[src/rtl/score_display_mux.sv]
// Purpose : scans four BCD score digits onto a 4-digit common-anode 7-segment display.
// Latency : registered outputs; a score change shows on the first edge after the next frame wrap.
// Backpr. : none; the inputs are sampled once per frame and need no handshake.
//
// Ports:
//   clk, reset_n             single clock, synchronous active-low reset
//   p1_tens/p1_unit          player 1 score digits (BCD, 10..15 shown as a dash)
//   p2_tens/p2_unit          player 2 score digits (BCD, 10..15 shown as a dash)
//   seg[6:0]                 segments {g,f,e,d,c,b,a}, active-low, registered
//   an[3:0]                  anode enables, active-low, registered (an[3] = leftmost digit)
//   dp                       decimal point, active-low, registered; lit on the p1 units digit
//
// Parameters:
//   REFRESH_DIV              clock cycles per digit slot (>= 2); one guard cycle per slot
//   FLASH_FRAMES             score-change flash length in frames (1..255)
//
// Optional feature (macro SCORE_FLASH_EN): when defined, a player's digits flash
// for FLASH_FRAMES frames after that player's score changes.  When undefined the
// digits are only ever blanked during the guard cycle.

module score_display_mux #(
  parameter int unsigned REFRESH_DIV  = 100000,
  parameter int unsigned FLASH_FRAMES = 250
) (
  input  logic       clk,
  input  logic       reset_n,
  input  logic [3:0] p1_tens,
  input  logic [3:0] p1_unit,
  input  logic [3:0] p2_tens,
  input  logic [3:0] p2_unit,
  output logic [6:0] seg,
  output logic [3:0] an,
  output logic       dp
);

  // Parameter sanity, caught at elaboration.
  if (REFRESH_DIV < 2 || FLASH_FRAMES < 1 || FLASH_FRAMES > 255) begin : g_bad_cfg
    $error("score_display_mux: REFRESH_DIV or FLASH_FRAMES out of range");
  end

  localparam int unsigned     PRE_W    = (REFRESH_DIV > 2) ? $clog2(REFRESH_DIV) : 1;
  localparam logic [PRE_W-1:0] PRE_LAST = PRE_W'(REFRESH_DIV - 1);
  localparam logic [PRE_W-1:0] PRE_ONE  = PRE_W'(1);

  localparam logic [6:0] SEG_OFF  = 7'b1111111;
  localparam logic [6:0] SEG_DASH = 7'b0111111;
  localparam logic [3:0] AN_OFF   = 4'b1111;

  // ------------------------------------------------------------------
  // BCD to active-low segment pattern, {g,f,e,d,c,b,a}.
  // ------------------------------------------------------------------
  function automatic logic [6:0] seg_decode(input logic [3:0] digit);
    logic [6:0] pat;
    case (digit)
      4'd0:    pat = 7'b1000000;
      4'd1:    pat = 7'b1111001;
      4'd2:    pat = 7'b0100100;
      4'd3:    pat = 7'b0110000;
      4'd4:    pat = 7'b0011001;
      4'd5:    pat = 7'b0010010;
      4'd6:    pat = 7'b0000010;
      4'd7:    pat = 7'b1111000;
      4'd8:    pat = 7'b0000000;
      4'd9:    pat = 7'b0010000;
      default: pat = SEG_DASH;
    endcase
    return pat;
  endfunction

  // ------------------------------------------------------------------
  // Refresh prescaler and digit index.
  // ------------------------------------------------------------------
  logic [PRE_W-1:0] pre_q, pre_d;
  logic [1:0]       idx_q, idx_d;
  logic             tick;
  logic             wrap;

  assign tick = (pre_q == PRE_LAST);
  // The 3->0 wrap closes a frame; the snapshot and flash counters move only here.
  assign wrap = tick && (idx_q == 2'd3);

  always_comb begin
    pre_d = pre_q + PRE_ONE;
    idx_d = idx_q;
    if (tick) begin
      pre_d = '0;
      idx_d = idx_q + 2'd1;
    end
  end

  always_ff @(posedge clk) begin
    if (!reset_n) begin
      pre_q <= '0;
      idx_q <= 2'd0;
    end else begin
      pre_q <= pre_d;
      idx_q <= idx_d;
    end
  end

  // ------------------------------------------------------------------
  // Frame snapshot: the display only ever reads snap_q, so all four
  // digits of a frame come from the same score value.
  // Order matches idx: p1_tens, p1_unit, p2_tens, p2_unit.
  // ------------------------------------------------------------------
  logic [3:0] snap_q [0:3];
  logic [3:0] snap_d [0:3];

  always_comb begin
    snap_d = snap_q;
    if (wrap) begin
      snap_d[0] = p1_tens;
      snap_d[1] = p1_unit;
      snap_d[2] = p2_tens;
      snap_d[3] = p2_unit;
    end
  end

  always_ff @(posedge clk) begin
    if (!reset_n) begin
      snap_q <= '{default: 4'd0};
    end else begin
      snap_q <= snap_d;
    end
  end

  // ------------------------------------------------------------------
  // Score-change flash.
  // ------------------------------------------------------------------
  logic p1_blank;
  logic p2_blank;

`ifdef SCORE_FLASH_EN
  localparam logic [7:0] FLASH_LOAD = 8'(FLASH_FRAMES);

  logic [7:0] fl1_q, fl1_d;
  logic [7:0] fl2_q, fl2_d;
  logic       p1_changed;
  logic       p2_changed;

  // Compared against the pair being replaced, so a change is seen exactly once.
  assign p1_changed = ({p1_tens, p1_unit} != {snap_q[0], snap_q[1]});
  assign p2_changed = ({p2_tens, p2_unit} != {snap_q[2], snap_q[3]});

  always_comb begin
    fl1_d = fl1_q;
    fl2_d = fl2_q;
    if (wrap) begin
      // Reload has priority, so a change mid-flash restarts the flash.
      if (p1_changed) begin
        fl1_d = FLASH_LOAD;
      end else if (fl1_q != 8'd0) begin
        fl1_d = fl1_q - 8'd1;
      end
      if (p2_changed) begin
        fl2_d = FLASH_LOAD;
      end else if (fl2_q != 8'd0) begin
        fl2_d = fl2_q - 8'd1;
      end
    end
  end

  always_ff @(posedge clk) begin
    if (!reset_n) begin
      fl1_q <= 8'd0;
      fl2_q <= 8'd0;
    end else begin
      fl1_q <= fl1_d;
      fl2_q <= fl2_d;
    end
  end

  // Bit 4 toggles every 16 frames, giving a visible on/off blink while counting down.
  assign p1_blank = (fl1_q != 8'd0) && fl1_q[4];
  assign p2_blank = (fl2_q != 8'd0) && fl2_q[4];
`else
  assign p1_blank = 1'b0;
  assign p2_blank = 1'b0;
`endif

  // ------------------------------------------------------------------
  // Output registers.  The tick edge loads an all-off guard cycle so the
  // segment pattern never overlaps two anodes (ghosting); the next edge
  // loads the new digit.
  // ------------------------------------------------------------------
  logic [6:0] seg_q, seg_d;
  logic [3:0] an_q, an_d;
  logic       dp_q, dp_d;
  logic       digit_blank;

  // idx 0/1 belong to player 1, idx 2/3 to player 2.
  assign digit_blank = idx_q[1] ? p2_blank : p1_blank;

  always_comb begin
    seg_d = SEG_OFF;
    an_d  = AN_OFF;
    dp_d  = 1'b1;
    if (!tick) begin
      an_d  = ~(4'b1000 >> idx_q);
      // A flashing digit keeps its anode on and just drops its segments.
      seg_d = digit_blank ? SEG_OFF : seg_decode(snap_q[idx_q]);
      dp_d  = (idx_q != 2'd1);
    end
  end

  always_ff @(posedge clk) begin
    if (!reset_n) begin
      seg_q <= SEG_OFF;
      an_q  <= AN_OFF;
      dp_q  <= 1'b1;
    end else begin
      seg_q <= seg_d;
      an_q  <= an_d;
      dp_q  <= dp_d;
    end
  end

  assign seg = seg_q;
  assign an  = an_q;
  assign dp  = dp_q;

endmodule
[config.mk]
export PLATFORM = sky130hd
export DESIGN_NAME = score_display_mux
export DESIGN_NICKNAME = d
export VERILOG_FILES = /design/src/rtl/score_display_mux.sv
export SDC_FILE = /design/constraint.sdc
export NUM_CORES = 1
export LEC_CHECK = 0
export CAP_MARGIN = 20
export CORE_MARGIN = 5
export CORE_UTILIZATION = 35
export CTS_BUF_LIST = sky130_fd_sc_hd__clkbuf_4
export DETAILED_ROUTE_END_ITERATION = 6
export HOLD_SLACK_MARGIN = 0.12
export REMOVE_ABC_BUFFERS = 1
export SYNTH_ARGS = -nofsm -noshare
export SYNTH_HDL_FRONTEND = slang
export SYNTH_SLANG_ARGS = --single-unit
[constraint.sdc]
create_clock -name clk -period 2.1 [get_ports clk]
set_input_delay 0.21 -clock clk [delete_from_list [all_inputs] [get_ports clk]]
set_output_delay 0.21 -clock clk [all_outputs]
set_load 0.005 [all_outputs]
==> flow_summary.yaml <==
critical_path:
  cp_slowest_cell: "nor2_1"
  ff2ff_path_depth: 5
  path_class: "reg2reg"
  cp-end-kind: "flip-flop"
  worst_r2r_startpoint: "pre_q[0]"
  critical_path.most_common_cell: "and4_1"
  depth_of_the_critical_timing_path_with_buffers_and_inverters_included: 5
  path_cells: "ha_1, and4_1, and4_1, nor2_1, o21ai_0"
  critical_path.top_delay_family: "simple AND/OR/NAND/NOR gates"
  cp.arrival_ns: 2.04
  worst-r2r-setup-slack_ns: 0.27
  critical-path-max-stage-delay_ns: 0.47
  crit-reg2reg-capture: "seg[6]"
  critical_path.startpoint_type: "flip-flop"
  worst_ep_required_time_ns: 2.32
  critPathBufInv: 0
  worst-path-max-fanout: 11
clock_network:
  clkLatencyLatePin_ns: 0.35
  cts-root-buf: "clkbuf_4"
  clk_pin_slew_ns: 0.14
  cts_hold_buffers: 0
  htree_num_levels: 2
  cts_num_sinks: 46
  cts-buffers-inserted: 5
  cts_tree: "yes"
  max-clock-path-buffers: 2
yosys:
  synth_largest_area_cell: "dfxtp_1"
  asyncSetResetFlopFracSynth: 0
  synth_top_cells_by_area: "dfxtp_1 (44%), ha_1 (6.6%), a21oi_1 (6.2%)"
  synth.top_cell.area_share: 0.439
  synth_cells: 229
  syn-mean-instance-area_um2: 9.16
  yosys_warnings: 0
  post_synth_edffs: 0
  synth.ff_latch_count: 46
  yosysUniqueCellTypes: 32
  ys_seq_area_frac: 0.439
  dominantRegCellSynth: "dfxtp_1"
  synthesized_area_um2: 2100
grt:
  grt_first_pass_wirelength_um: 6860
  grt_antenna_before_repair: 0
  gr-usage-all-layers: 0.114
  largest_net_degree_at_the_start_of_global_routing: 21
  gr-total-overflow: 0
  first_global_vias: 1500
floorplanning:
  chipHeight_um: 87.4
  ioPinCount: 30
  fp.dieW_um: 87.4
  floorplan.core_area_um2: 5890
  floorplan.initialDensity: 0.356
  placement_rows: 28
  design.die.area_um2: 7640
min_path:
  hold_path_depth: 3
  timing.hold.worst.start: "p2_tens[2]"
  hp-class: "in2reg"
  min_to: "snap_q[6]"
sta:
  report.final.slew_viol_count: 0
  finalWorstPathRequiredPeriod_ns: 1.83
  final.setup.tns_ns: 0
  timing.final.crit_share: 0.870
  finClkSkew_ns: 0.0160
  finalHoldWorstSlack_ns: 0.396
  fmax_mhz: 547
  setup_viol: 0
  hold_vio_cnt_final: 0
  maxSlewHeadroom: 0.594
  worst_max_slew_pin_slew_ns: 0.607
  setup_repair_after_global_routing_missed_its_margin: "false"
power:
  switching_share: 0.226
  cellPowerDensity_nw_per_um2: 549
  clock_power_share: 0.294
  comb_power_share: 0.054
  power_report.internal_total_mw: 1.06
  p_switching_mw: 0.308
  total_leakage_power_nw: 0.877
  ir_drop_v: 0.000262
  power.sequential.fraction: 0.652
  totalPowerFinal_mw: 1.37
flow_run:
  cap_viol_max_count: 0
place:
  dp.final_hpwl_um: 2900
  place_congestion: 0.822
  placed_cells: 324
  port_buffers: 29
route:
  route.final.wire_length_um: 4030
  drt-vias-per-instance: 4.92
  drtPass1Iterations: 4
  vias: 1633
  drc: 0
  antenna_left: 0
  drt-initial-drc-count: 49
  detail_route.wl_per_cell_um: 12.1
finish:
  nets: 285
  final_common_cell: "dfxtp_1"
  drive_gt1_frac: 0.0973
  syn2layout_area_growth_pct: 18.7
  top_library_cells_by_usage_in_the_layout_fill_and_taps_aside: "dfxtp_1 (45), clkdlybuf4s50_1 (29), a21oi_1 (26), o21ai_0 (22), nand3_1 (20)"
  layout.cells.non_filler: 332
  final.fill_count: 592
  layout.core_utilization: 0.423
  insertedDiodeCount: 0
outcome:
  status: "completed"
[cells by family (layout without fill, tap and decap cells)]
logic type / after synthesis / count (layout) / synth area share
compound gates: 56 / 56 / 0.140
xor+xnor: 11 / 11 / 0.0459
fa+ha+maj: 11 / 11 / 0.0656
buf+inv: 24 / 52 / 0.0603
flops: 46 / 46 / 0.439
mux: 5 / 5 / 0.0477
simple gates: 76 / 76 / 0.202
[cell type report]
cell class | instances | area [um^2] | share of cell area
Timing Repair Buffer | 35 | 335 | 0.135
Multi-Input combinational cell | 159 | 1050 | 0.422
Inverter | 9 | 33.8 | 0.0136
Clock inverter | 3 | 16.3 | 0.00654
Tap cell | 75 | 93.8 | 0.0377
Sequential cell | 46 | 922 | 0.371
Clock buffer | 5 | 37.5 | 0.0151
[layer usage]
metal  up-vias  track usage  wire length (um)  part of all wire
li1        859            -                 -                 -
met1       743        0.154              2070              0.51
met2        25        0.171              1730              0.43
met3         6       0.0293               165             0.041
met4         0       0.0460                60             0.015
met5         -            0                 0                 0
[cells in the mapped netlist (4+ instances only)]
master and n:
a21oi_1 26, and3_1 4, buf_4 5, clkbuf_1 6
dfxtp_1 46, ha_1 11, inv_1 9, mux4_2 4
nand2_1 14, nand3_1 20, nand4_1 6, nor2_1 15
o21ai_0 22, o21ai_1 4, xor2_1 9
[registers in the layout, summed over array words and instances (netlist names)]
name    cells
pre_q      17
snap_q     16
idx_q       2
seg         7
an          4
[what timing repair did]
action                                  CTS  global route
hold endpoints to repair                  0             0
setup buffers                             0             0
gates resized for setup                   0             1
endpoints found under the setup margin    0             2
[per-stage QoR]
| step | area, um^2 | setup WS [ns] |
|---|---|---|
| floorplan | 2000 | 0.262 |
| global placement | 2430 | 0.215 |
| detailed placement | 2430 | 0.162 |
| CTS | 2490 | 0.150 |
| global route | 2490 | 0.0673 |
| finish | 2490 | 0.272 |
[power by group through the flow]
| stage | registers, mW | logic, mW | clock network (mW) |
|---|---|---|---|
| after global routing | 0.892 | 0.0802 | 0.460 |
| after global placement | 0.909 | 0.0748 | 0 |
| after CTS | 0.890 | 0.0751 | 0.419 |
| after detailed placement | 0.909 | 0.0746 | 0 |
| final | 0.890 | 0.0739 | 0.402 |
| after floorplan | 0.910 | 0.0199 | 0 |
[worst max-delay path by stage]
stage	startpoint	end	slack (ns)
detailed placement	idx_q[0]	seg[2]	0.16
CTS	idx_q[0]	seg[2]	0.15
finish	pre_q[0]	seg[6]	0.27
global route	pre_q[0]	seg[6]	0.07
floorplan	idx_q[0]	seg[0]	0.26
global placement	idx_q[0]	seg[3]	0.21
[worst register-to-register path, cell delays in order (launching register included)]
cell and delay, ns:
dfxtp_1 0.34, ha_1 0.23, and4_1 0.28, and4_1 0.19
nor2_1 0.47, o21ai_0 0.19
Note: power is estimated with default switching activity, not from simulation.
